===== src/rtl/des_pkg.sv =====
// Shared tables, state type and helpers for the DES key schedule.
package des_pkg;

  localparam int NUM_ROUNDS = 16;

  typedef enum logic {
    IDLE = 1'b0,
    RUN  = 1'b1
  } state_e;

  // PC-1: 1-based source bit (1 = key MSB) for each of the 56 outputs, MSB first.
  localparam int PC1_TAB [56] = '{
    57, 49, 41, 33, 25, 17,  9,
     1, 58, 50, 42, 34, 26, 18,
    10,  2, 59, 51, 43, 35, 27,
    19, 11,  3, 60, 52, 44, 36,
    63, 55, 47, 39, 31, 23, 15,
     7, 62, 54, 46, 38, 30, 22,
    14,  6, 61, 53, 45, 37, 29,
    21, 13,  5, 28, 20, 12,  4
  };

  // PC-2: 1-based source bit of {C,D} (1 = C MSB) for each of the 48 outputs.
  localparam int PC2_TAB [48] = '{
    14, 17, 11, 24,  1,  5,
     3, 28, 15,  6, 21, 10,
    23, 19, 12,  4, 26,  8,
    16,  7, 27, 20, 13,  2,
    41, 52, 31, 37, 47, 55,
    30, 40, 51, 45, 33, 48,
    44, 49, 39, 56, 34, 53,
    46, 42, 50, 36, 29, 32
  };

  // Per-round left-shift amounts; entry 0 is the shift for round 1.
  localparam int SHIFT_TAB [16] = '{1, 1, 2, 2, 2, 2, 2, 2, 1, 2, 2, 2, 2, 2, 2, 1};

  function automatic logic [55:0] pc1(input logic [63:0] key);
    logic [55:0] r;
    r = '0;
    for (int i = 0; i < 56; i++) begin
      r[6'(55 - i)] = key[6'(64 - PC1_TAB[i])];
    end
    return r;
  endfunction

  function automatic logic [27:0] rotl28(input logic [27:0] x, input int n);
    return (n == 2) ? {x[25:0], x[27:26]} : {x[26:0], x[27]};
  endfunction

  function automatic logic [27:0] rotr28(input logic [27:0] x, input int n);
    return (n == 2) ? {x[1:0], x[27:2]} : {x[0], x[27:1]};
  endfunction

endpackage


===== src/rtl/des_pc2.sv =====
// PC-2 compression permutation: 56-bit {C,D} down to a 48-bit round subkey.
module des_pc2
  import des_pkg::*;
(
  input  logic [55:0] cd_i,
  output logic [47:0] subkey_o
);

  // Pure bit selection driven by the package table.
  always_comb begin
    subkey_o = '0;
    for (int i = 0; i < 48; i++) begin
      subkey_o[6'(47 - i)] = cd_i[6'(56 - PC2_TAB[i])];
    end
  end

endmodule


===== src/rtl/des_key_schedule.sv =====
// Iterative DES key schedule: emits K1..K16 (encrypt) or K16..K1 (decrypt)
// one subkey per valid/ready handshake.
module des_key_schedule
  import des_pkg::*;
#(
  parameter bit ZERO_WHEN_IDLE = 1'b1
) (
  input  logic        clk,
  input  logic        rstn,
  input  logic        start,
  input  logic        decrypt,
  input  logic [63:0] key,
  output logic [47:0] subkey,
  output logic        subkey_valid,
  input  logic        subkey_ready,
  output logic [3:0]  round,
  output logic        busy,
  output logic        done
);

  localparam logic [3:0] LAST_CNT = 4'(NUM_ROUNDS - 1);

  state_e      state_q, state_d;
  logic [27:0] c_q, c_d, d_q, d_d;
  logic [3:0]  cnt_q, cnt_d;
  logic        dec_q, dec_d;
  logic        done_q, done_d;
  logic [55:0] key_pc1;
  logic [47:0] pc2_out;

  assign key_pc1 = pc1(key);

  // State and key-register update, cleared asynchronously.
  always_ff @(posedge clk or negedge rstn) begin
    if (!rstn) begin
      state_q <= IDLE;
      c_q     <= '0;
      d_q     <= '0;
      cnt_q   <= '0;
      dec_q   <= 1'b0;
      done_q  <= 1'b0;
    end else begin
      state_q <= state_d;
      c_q     <= c_d;
      d_q     <= d_d;
      cnt_q   <= cnt_d;
      dec_q   <= dec_d;
      done_q  <= done_d;
    end
  end

  // Load on start, step the rotation after each accepted subkey.
  // Decrypt walks the encrypt rotations backwards, so it undoes the shift
  // that led into the current round.
  always_comb begin
    state_d = state_q;
    c_d     = c_q;
    d_d     = d_q;
    cnt_d   = cnt_q;
    dec_d   = dec_q;
    done_d  = 1'b0;
    case (state_q)
      IDLE: begin
        if (start) begin
          dec_d   = decrypt;
          cnt_d   = '0;
          state_d = RUN;
          if (decrypt) begin
            c_d = key_pc1[55:28];
            d_d = key_pc1[27:0];
          end else begin
            c_d = rotl28(key_pc1[55:28], SHIFT_TAB[0]);
            d_d = rotl28(key_pc1[27:0], SHIFT_TAB[0]);
          end
        end
      end
      RUN: begin
        if (subkey_ready) begin
          if (cnt_q == LAST_CNT) begin
            state_d = IDLE;
            done_d  = 1'b1;
            cnt_d   = '0;
          end else begin
            cnt_d = cnt_q + 4'd1;
            if (dec_q) begin
              c_d = rotr28(c_q, SHIFT_TAB[15 - int'(cnt_q)]);
              d_d = rotr28(d_q, SHIFT_TAB[15 - int'(cnt_q)]);
            end else begin
              c_d = rotl28(c_q, SHIFT_TAB[int'(cnt_q) + 1]);
              d_d = rotl28(d_q, SHIFT_TAB[int'(cnt_q) + 1]);
            end
          end
        end
      end
      default: state_d = IDLE;
    endcase
  end

  des_pc2 u_pc2 (
    .cd_i     ({c_q, d_q}),
    .subkey_o (pc2_out)
  );

  assign subkey_valid = (state_q == RUN);
  assign busy         = (state_q == RUN);
  assign done         = done_q;
  assign round        = subkey_valid ? (dec_q ? (LAST_CNT - cnt_q) : cnt_q) : 4'd0;
  assign subkey       = (ZERO_WHEN_IDLE && !subkey_valid) ? 48'd0 : pc2_out;

endmodule


===== config.mk =====
export PLATFORM = sky130hd
export DESIGN_NAME = des_key_schedule
export DESIGN_NICKNAME = d
export VERILOG_FILES = /design/src/rtl/des_pkg.sv /design/src/rtl/des_pc2.sv /design/src/rtl/des_key_schedule.sv
export SDC_FILE = /design/constraint.sdc
export NUM_CORES = 1
export LEC_CHECK = 0
export ABC_AREA = 1
export ABC_CLOCK_PERIOD_IN_PS = 2000
export CAP_MARGIN = 0
export CORE_MARGIN = 1
export CORE_UTILIZATION = 40
export CTS_BUF_LIST = sky130_fd_sc_hd__clkbuf_8 sky130_fd_sc_hd__clkbuf_16
export CTS_CLUSTER_DIAMETER = 50
export DETAILED_ROUTE_END_ITERATION = 6
export HOLD_SLACK_MARGIN = 0.06
export PLACE_DENSITY = 0.69
export SLEW_MARGIN = 15
export SYNTH_ARGS = -nofsm -noshare
export SYNTH_HDL_FRONTEND = slang
export SYNTH_HIERARCHICAL = 1
export SYNTH_SLANG_ARGS = --single-unit

===== constraint.sdc =====
create_clock -name clk -period 2 [get_ports clk]
set_clock_uncertainty 0.2 [all_clocks]
set_input_delay 0.4 -clock clk [delete_from_list [all_inputs] [get_ports clk]]
set_output_delay 0.4 -clock clk [all_outputs]
set_load 0.01 [all_outputs]

Word-level counts from Yosys, hierarchy flattened
Memory sizes are Yosys's and may differ from the RTL's.
Index checks and enable logic that the tools add are counted.
{"block": "totals", "inputBits": 69, "memories": 2, "ff_bits": 63, "elab_cells": 60, "romBits": 1024, "output_inout_bits": 55}
{"block": "classes", "order_cmp": 2, "n_reduce_logical": 3, "n_eq_ne": 6, "n_addsub": 4, "muxes": 34, "bitwise_logic": 3}
{"memory": "(no name shown)", "words": 16, "word_bits": 32, "read_ports": 1, "rd_ports_with_merged_regs": 0, "wr": 0, "line": "des_key_schedule.sv:90", "text": "d_d = rotl28(d_q, SHIFT_TAB[int'(cnt_q) + 1]);"}
{"memory": "(no name shown)", "words": 16, "word_bits": 32, "read_ports": 1, "rd_ports_with_merged_regs": 0, "wr": 0, "line": "des_key_schedule.sv:87", "text": "d_d = rotr28(d_q, SHIFT_TAB[15 - int'(cnt_q)]);"}
{"operator": "$mux 28", "count": 13}
{"operator": "$mux 32", "count": 5}
{"operator": "$pmux 28 s2", "count": 2}
{"operator": "$eq 32x3->1 const B", "count": 2}
{"operator": "$ge 32x5->1 const B", "count": 2}
{"operator": "$not 32->32", "count": 1}
{"operator": "$not 5->32", "count": 1}
{"operator": "$mux 4", "count": 5}
{"operator": "$pmux 4 s2", "count": 1}
{"operator": "$mux 1", "count": 6}
{"operator": "$ne 2x2->1 const B", "count": 3}
{"operator": "$add 4x1->5 const B", "count": 1}
{"operator": "$mux 5", "count": 1}
{"operator": "$sub 4x4->5 const A", "count": 1}
{"operator": "$add 4x1->4 const B", "count": 1}
{"operator": "$eq 4x4->1 const B", "count": 1}
{"operator": "$reduce_and 2->1", "count": 2}
{"operator": "$sub 4x4->4 const A", "count": 1}
{"operator": "$reduce_and 3->1", "count": 1}
{"operator": "$pmux 1 s2", "count": 1}
{"operator": "$not 1->1", "count": 1}

Longest topological paths before layout
Gate-level depths: netlist of run 1.
{"block": "logic_depth", "depth_word": 11, "ltp_mapped": 13, "mapped_depth_nobuf": 12}

Cells and area by module
The synthesis of run 1 kept the hierarchy.
{"mod": "des_key_schedule", "instances": 1, "cells_per_inst": 813, "area_per_inst_um2": 5017.3, "seq_area_each_um2": 1576.5}
{"mod": "des_pc2", "instances": 1, "cells_per_inst": 49, "area_per_inst_um2": 364.1, "seq_area_each_um2": 0.0}

Worst setup path after synthesis of run 1
No wires, ideal clock.
{"block": "synth_timing", "path_type": "register to register", "start": "register cnt_q[1]", "end": "register c_q[12]", "required_time_ns": 1.670, "setup_ns": 0.130, "slack_ns": 0.043, "stages_incl_launch_ff": 13, "period_less_slack_ns": 1.957, "n_path_buf": 2, "t_arrival_ns": 1.627, "path_cell_list": "dfrtp_1 > inv_1 > ha_1 > nor2_1 > nand2_1 > nand3_1 > nand2_2 > buf_2 > buf_4 > nand2_1 > o211ai_1 > nand3_1 > o21ai_0"}
{"block": "synth_between", "elab_chain_cells": 11, "word_cells_on_any_way": 21, "classes_between": "2 x add/sub; 4 x eq/ne; 10 x mux; 2 x bitwise; 1 x reduce/logical; 2 x memory"}
{"element": "start: declaration", "line": "des_key_schedule.sv:25", "text": "logic [3:0] cnt_q, cnt_d;"}
{"element": "start signal: assignment", "line": "des_key_schedule.sv:46", "text": "cnt_q <= cnt_d;"}
{"element": "$add 4x1->5 / $sub 4x4->5 (equally long branches)", "line": "des_key_schedule.sv:89, des_key_schedule.sv:86"}
{"element": "$not 5->32 (implied by the code) / $not 32->32 (equally long branches)", "line": "des_key_schedule.sv:89, des_key_schedule.sv:86"}
{"element": "$mem_v2 16x32, on equally long branches"}
{"element": "$mux 32, on equally long branches (2 in a row)"}
{"element": "$eq 32x3->1, on equally long branches"}
{"element": "$mux 28, on equally long branches", "line": "des_pkg.sv:48, des_pkg.sv:52"}
{"element": "$mux 28", "line": "des_key_schedule.sv:85", "text": "if (dec_q) begin"}
{"element": "$mux 28", "line": "des_key_schedule.sv:79", "text": "if (cnt_q == LAST_CNT) begin"}
{"element": "$mux 28", "line": "des_key_schedule.sv:78", "text": "if (subkey_ready) begin"}
{"element": "$pmux 28 s2", "line": "des_key_schedule.sv:62", "text": "case (state_q)"}
{"element": "end signal: assignment", "line": "des_key_schedule.sv:37", "text": "c_q <= '0;"}
{"element": "end signal: assignment", "line": "des_key_schedule.sv:44", "text": "c_q <= c_d;"}
{"element": "end: declaration", "line": "des_key_schedule.sv:24", "text": "logic [27:0] c_q, c_d, d_q, d_d;"}
Parallel ways exist; a longest one is shown, timed or not. The select of a mux whose other input is x is not followed.
A chain may end at the register's enable or synchronous reset.

Final worst setup path of run 1
{"block": "layout_timing", "start": "register cnt_q[0]", "end": "register c_q[1]"}
The elaborated chain is that of the path after synthesis.

==> results of run 1 <==
[per-stage QoR]
step | total power, mW | worst slack (ns) | utilization [%] | instance area, um^2
finish | 18.20 | -0.2766 | 59.88 | 7899
global route | 19.30 | -0.3437 | 59.88 | 7899
CTS | 17.24 | -0.1882 | 58.77 | 7752
detailed placement | 11.11 | -0.1147 | 46.51 | 6135
global placement | 10.97 | -0.09939 | 46.51 | 6135
floorplan | 8.594 | 0.04256 | - | 5460
[cells in the final DEF (no fill, tap or decap), types with 22 or more instances in the layout]
cell and count:
o21ai_1 37, o211ai_1 34, dfrtp_1 58, inv_1 114, conb_1 22, nand3_1 51, buf_12 26, a31oi_1 23
a21oi_1 23, nand2_2 40, nand3_2 34, nor2_1 24, nand2_1 243, buf_4 50
[path summary, 6_finish.rpt]
check | depth (start not counted) | to
setup / recovery | 15 | c_q[1]
hold / removal | 2 | d_q[18]
setup reg to reg | 15 | c_q[1]
hold reg to reg | 2 | d_q[18]
max in group asynchronous | 3 | cnt_q[0]
min in group asynchronous | 3 | d_q[5]
[what timing repair did]
item | 4_1_cts | 5_1_grt
hold endpoints to repair | 63 | 0
hold buffers | 1 | 0
gates cloned | 19 | 2
buffers inserted | 35 | 8
resized for setup | 241 | 90
pin swaps | 72 | 50
setup endpoints to repair | 88 | 62
[cell families after synthesis]
family | after synthesis
AO/OA/AOI/OAI | 151
AND/OR/NAND/NOR | 419
other | 1
adder cells (fa/ha/maj) | 6
buffers and inverters | 222
flip-flops | 63
[registers in the layout, indices dropped and copies added, names as in the netlist]
register / flops
busy: 1
done: 1
d_q: 28
dec_q: 1
c_q: 28
cnt_q: 4
[report_power, final]
part / internal [mW] / total [mW] / switching [mW]
Clock: 0.884 / 1.47 / 0.583
Sequential: 1.91 / 2.68 / 0.770
Combinational: 6.83 / 14.1 / 7.23
Total: 9.62 / 18.2 / 8.59
[worst register-to-register path, stage by stage (launching register included)]
cell	delay, ns
dfrtp_2	0.46
buf_6	0.15
buf_6	0.12
nand3_4	0.08
nand2_4	0.06
nand2_4	0.11
inv_4	0.04
nand2_4	0.08
nand2_8	0.06
buf_12	0.15
buf_12	0.15
buf_16	0.14
nand2_4	0.05
o211ai_1	0.09
nand2_1	0.14
nand3_2	0.08
[per-layer routing]
layer	up-vias	wire, um
li1	2898	-
met1	2865	7611
met2	346	8299
met3	47	1460
met4	0	522
met5	-	0
[cell type report]
class	count	area (um^2)
clock inverters	5	18.77
flip-flops and latches	63	1583
fillers	1085	5291
multi-input cells	598	3374
clock buffers	11	252.7
well taps	176	220.2
repair buffers	166	1969
inverters	117	471.7
repair inverters	1	8.758
==> qor.csv, run 1 <==
stage,metric,value,unit
run_status,outcome,"finished, violations left",
run_status,violations,"design-rule violations, negative setup slack",
cts,cts_root_buffer,clkbuf_16,
sta,setup_viol,56,
drt,wl,17890,um
sta,grt_setup_unrepaired,true,
setup_path,cp_max_fo,7,
logic_synthesis,synth_top_area_share,29.30,%
cts,clkTransAtPathRegs,0.06,ns
sta,whs,0.3409,ns
logic_synthesis,synth-compound-area-share,17.02,%
cts,numCtsBuffers,9,
logic_synthesis,yosysMostFrequentCell,nand2_1,
setup_path,critPathTopFamily,buffers and inverters,
sta,worst_pin_slew,0.5050,ns
setup_path,r2r_slack,-0.28,ns
cells_and_area,antenna_cells,0,
logic_synthesis,syn_area,5381,um^2
setup_path,critPathKind,flop to flop,
global_route,grt_remaining_overflow,0,
logic_synthesis,synth-edff-count,0,
logic_synthesis,synthXorXnorAreaFrac,0,%
global_route,gr-usage-met1,33.91,%
placement,gp_congestion,0.8252,
logic_synthesis,yosysTopAreaCell,dfrtp_1,
logic_synthesis,synth_area_leaders,"dfrtp_1, nand2_1, nand3_1, inv_1, buf_4",
setup_path,path_cells,buf_6 -> buf_6 -> nand3_4 -> nand2_4 -> nand2_4 -> inv_4 -> nand2_4 -> nand2_8 -> buf_12 -> buf_12 -> buf_16 -> nand2_4 -> o211ai_1 -> nand2_1 -> nand3_2,
floorplan,start_util,40.80,%
setup_path,startpoint,cnt_q[0],
global_route,grt_use_met2,38.93,%
logic_synthesis,synth.distinct_cells,24,
pwr,power_density,2304,nW/um^2
global_route,grt_pass1_vias,5720,
setup_path,worstPathRequired,2.01,ns
logic_synthesis,synthMuxAreaShare,0,%
logic_synthesis,post_synth_inst_count,862,
sta,clock.fmax,439.2,MHz
setup_path,crit_path_max_incr_delay,0.46,ns
global_route,grt-busiest-layer,met2,
worst_hold_path,min_path_type,flop to flop,
sta,drv_slew,0,
drt,drtIter0Drc,631,
drt,viasPerCell,5.414,
placement,port-buffer-count,53,
drt,via_count,6156,
setup_path,cpMostUsedCell,nand2_4,
sta,relSlewSlack,66.33,%
drt,dr.pass1.iters,7,
logic_synthesis,ys_seq_elements,63,
pwr,vdd_drop_max,0.001140,V
logic_synthesis,synth_top_flop_cell,dfrtp_1,
floorplan,coreArea,13190,um^2
setup_path,critPathArrivalTime,2.29,ns
setup_path,critPathBufInv,6,
logic_synthesis,seq_area_frac_synth,29.30,%
setup_path,start_kind,flop,
logic_synthesis,synthSimpleGateAreaFrac,32.09,%
logic_synthesis,avgSynthCellArea,6.243,um^2
cells_and_area,fin_nets,1031,
drt,wl_per_cell,15.74,um
cts,clockBufferDepth,2,
global_route,grtUsageTotal,25.33,%
floorplan,die_x,118.0,um
cells_and_area,area_growth_syn_to_layout,46.78,%
drt,drcViolationCount,3,
global_route,grt_max_degree,64,
cts,h-tree-depth,3,
floorplan,core.rowCount,42,
sta,hold_viol_final,0,
logic_synthesis,netlist_top_cells_count,"nand2_1, inv_1, nand3_1",
sta,post-route-worst-setup-slack,-0.2766,ns
sta,finalCritPeriodShare,113.8,%
floorplan,die_y,118.0,um
cells_and_area,drive_gt1_share,28.93,%
floorplan,ios,124,
sta,finalCriticalPeriod,2.277,ns
logic_synthesis,synth-adder-area-share,1.395,%
cts,cts_tree,yes,
drt,ant_nets,0,
placement,hpwl,9427,um
cts,clk_latency,0.34,ns
setup_path,critPathCaptureType,flop,
global_route,antenna_found_initial,0,
setup_path,r2r-start,cnt_q[0],
worst_hold_path,worstHoldStart,d_q[18],
logic_synthesis,yosysWarnings,6,
cells_and_area,fin_cells,1137,
sta,fin_setup_tns,-8.455,ns
global_route,grt_pass1_wl,28480,um
floorplan,die_area,13920,um^2
global_route,grt_use_met3,4.457,%
placement,placed_cells,1063,
cts,clkSinkCount,63,
setup_path,slowest_stage,dfrtp_2,
pwr,p_leak,4.203,nW
run,drv_cap,0,
logic_synthesis,async_flop_share,100.0,%
logic_synthesis,synth_top_family_by_area,simple AND/OR/NAND/NOR gates,
(Power assumes the default switching activity.)
==> run 2: changes to the inputs <==
- CELL_PAD_IN_SITES_DETAIL_PLACEMENT: not set -> 1
- CELL_PAD_IN_SITES_GLOBAL_PLACEMENT: not set -> 2
- CORE_UTILIZATION: 40 -> 24
- PLACE_DENSITY: 0.69 -> 0.77
==> run 2 against run 1 <==
  * The flow finishes with violations (negative setup slack)
  * Flip-flop and latch count unchanged
  * First-iteration DRC count fell by 51%
  * Register-to-register slack improved by 0.12 ns
  * Hold slack worse by 0.0026 ns
  * Cell count rose by 8.4%
  * Utilization fell by 23 points
==> qor.csv, run 2 (same netlist as run 1, synthesis figures left out) <==
stage,metric,value,unit,change
cells_and_area,fill_cells,2686,,+150%
setup_path,critPathCaptureType,flop,,
cells_and_area,antenna_cells,0,,unchanged
cells_and_area,fin_util,37.00,%,-23 points
setup_path,critPathKind,flop to flop,,
sta,setup_viol,57,,+1.8%
drt,ant_nets,0,,unchanged
cells_and_area,layout_commonest_cell,nand2_1,,
worst_hold_path,min_path_type,flop to flop,,
drt,wl_per_cell,17.82,um,+13%
global_route,grt_pass1_wl,35260,um,+24%
pwr,vdd_drop_max,0.0009834,V,-14%
cts,cts_tree,yes,,
setup_path,critPathArrivalTime,2.23,ns,-0.06 ns
cts,h-tree-depth,3,,unchanged
drt,viasPerCell,4.915,,-9.2%
global_route,grt_remaining_overflow,0,,unchanged
cells_and_area,largestRegisters,"c_q: 28 flops, d_q: 28 flops, cnt_q: 4 flops",,
floorplan,coreArea,21890,um^2,+66%
global_route,antenna_found_initial,0,,unchanged
placement,gp_congestion,0.7608,,-7.8%
setup_path,worstPathRequired,2.08,ns,+0.07 ns
cts,clkSinkCount,63,,unchanged
floorplan,start_util,24.58,%,-16 points
setup_path,start_kind,flop,,
sta,finalCriticalPeriod,2.153,ns,-0.1236 ns
cts,clk_latency,0.35,ns,about the same
floorplan,ios,124,,unchanged
cts,clockBufferDepth,2,,unchanged
run_status,outcome,"finished, violations left",,
global_route,grt_max_degree,64,,unchanged
drt,wl,21950,um,+23%
drt,drtIter0Drc,308,,-51%
cells_and_area,mostFrequentLayoutCells,"nand2_1, inv_1, nand2_2",,
floorplan,die_area,23030,um^2,+65%
sta,drv_slew,0,,unchanged
run,drv_cap,0,,unchanged
cts,cts_root_buffer,clkbuf_16,,
global_route,grt_pass1_vias,6309,,+10%
sta,post-route-worst-setup-slack,-0.1530,ns,+0.1236 ns
placement,hpwl,11760,um,+25%
cells_and_area,post-route-cell-area,8100,um^2,+2.6%
sta,hold_viol_final,0,,unchanged
cts,clkTransAtPathRegs,0.06,ns,about the same
cts,numCtsBuffers,9,,unchanged
floorplan,die_x,151.7,um,+29%
global_route,grtUsageTotal,19.99,%,-5.3 points
drt,dr.pass1.iters,5,,-2
drt,drcViolationCount,0,,-3
cells_and_area,area_growth_syn_to_layout,50.52,%,
cells_and_area,drive_gt1_share,33.30,%,+4.4 points
floorplan,die_y,151.7,um,+29%
placement,place_area,6240,um^2,+1.7%
sta,whs,0.3384,ns,-0.002582 ns
cells_and_area,fin_nets,1023,,-0.78%
sta,grt_setup_unrepaired,true,,
setup_path,cp_max_fo,6,,-1
sta,finalCritPeriodShare,107.7,%,-6.2 points
pwr,power_density,2301,nW/um^2,-0.12%
run_status,violations,negative setup slack,,
pwr,p_leak,4.190,nW,-0.30%
floorplan,core.rowCount,54,,+29%
drt,via_count,6055,,-1.6%
placement,port-buffer-count,53,,unchanged
sta,clock.fmax,464.5,MHz,+5.7%
[run 2: changes by cell type in the layout (fill, tap and decap cells not counted), moves of 5 or more]
cell | before | now
a221oi_1 | 11 | 6
dlygate4sd2_1 | 13 | 4
buf_16 | 10 | 15
nand3_1 | 51 | 42
nand2_1 | 243 | 228
o21ai_0 | 5 | 14
clkbuf_2 | 10 | 2
o21ai_1 | 37 | 26
buf_2 | 10 | 25
nand2_2 | 40 | 59
nand3_2 | 34 | 45
a221oi_2 | 0 | 5
buf_4 | 50 | 39
[run 2: final timing paths]
check,startpoint,end,slack (ns),cells after the start
max in group asynchronous,rstn,busy,0.85,3
max reg2reg,cnt_q[0],d_q[8],-0.15,14
min reg2reg,d_q[18],d_q[18],0.34,2
min in group asynchronous,rstn,d_q[14],0.41,3
max,cnt_q[0],d_q[8],-0.15,14
min,d_q[18],d_q[18],0.34,2
[run 2: area by class of cell]
cell class	instances	area [um^2]	share of cell area [%]
multi-input cells	600	3521	43.47
repair buffers	156	1912	23.60
flip-flops and latches	63	1583	19.54
inverters	117	464.2	5.731
well taps	280	350.3	4.325
clock buffers	10	239.0	2.950
clock inverters	5	20.02	0.2471
repair inverters	1	11.26	0.1390
[run 2: where the power goes]
group	total (mW)	internal (mW)	switching, mW
Combinational	14.5	6.79	7.67
Clock	1.46	0.846	0.618
Sequential	2.72	1.91	0.813
Total	18.6	9.54	9.10
[run 2: what timing repair did]
action	CTS	global route
hold endpoints to repair	63	0
gates resized for setup	292	102
buffers inserted	32	4
hold buffers	1	0
setup endpoints to repair	88	84
gates cloned	25	0
pin swaps	72	44
[run 2: critical path, cell delays in order (launching register included)]
cell,delay (ns)
dfrtp_2,0.45
inv_4,0.13
ha_4,0.15
nor2_2,0.04
nand2_1,0.06
nand3_2,0.10
nand2_4,0.15
inv_8,0.08
buf_12,0.14
buf_16,0.13
nand2_1,0.06
nand3_1,0.08
nand2_1,0.12
nand2_2,0.07
a21oi_2,0.12
[run 2: layer usage]
metal / global-route usage [%] / share of wire, % / vias to the layer above
met5: 0 / 0 / -
met4: 7.426 / 1.7 / 0
met3: 2.515 / 3.0 / 23
met2: 33.36 / 49 / 137
met1: 26.22 / 46 / 3017
li1: - / - / 2878
[run 2: through the flow]
stage / power (mW) / worst slack, ns / instances / setup TNS, ns
after global routing: 20.00 / -0.2362 / 1232 / -10.45
after CTS: 17.87 / -0.1512 / 1235 / -5.054
final: 18.64 / -0.1530 / 1232 / -4.751
after global placement: 11.33 / -0.08858 / 1162 / -0.8990
after floorplan: 8.594 / 0.04256 / 883 / 0
after detailed placement: 11.49 / -0.1228 / 1162 / -2.713
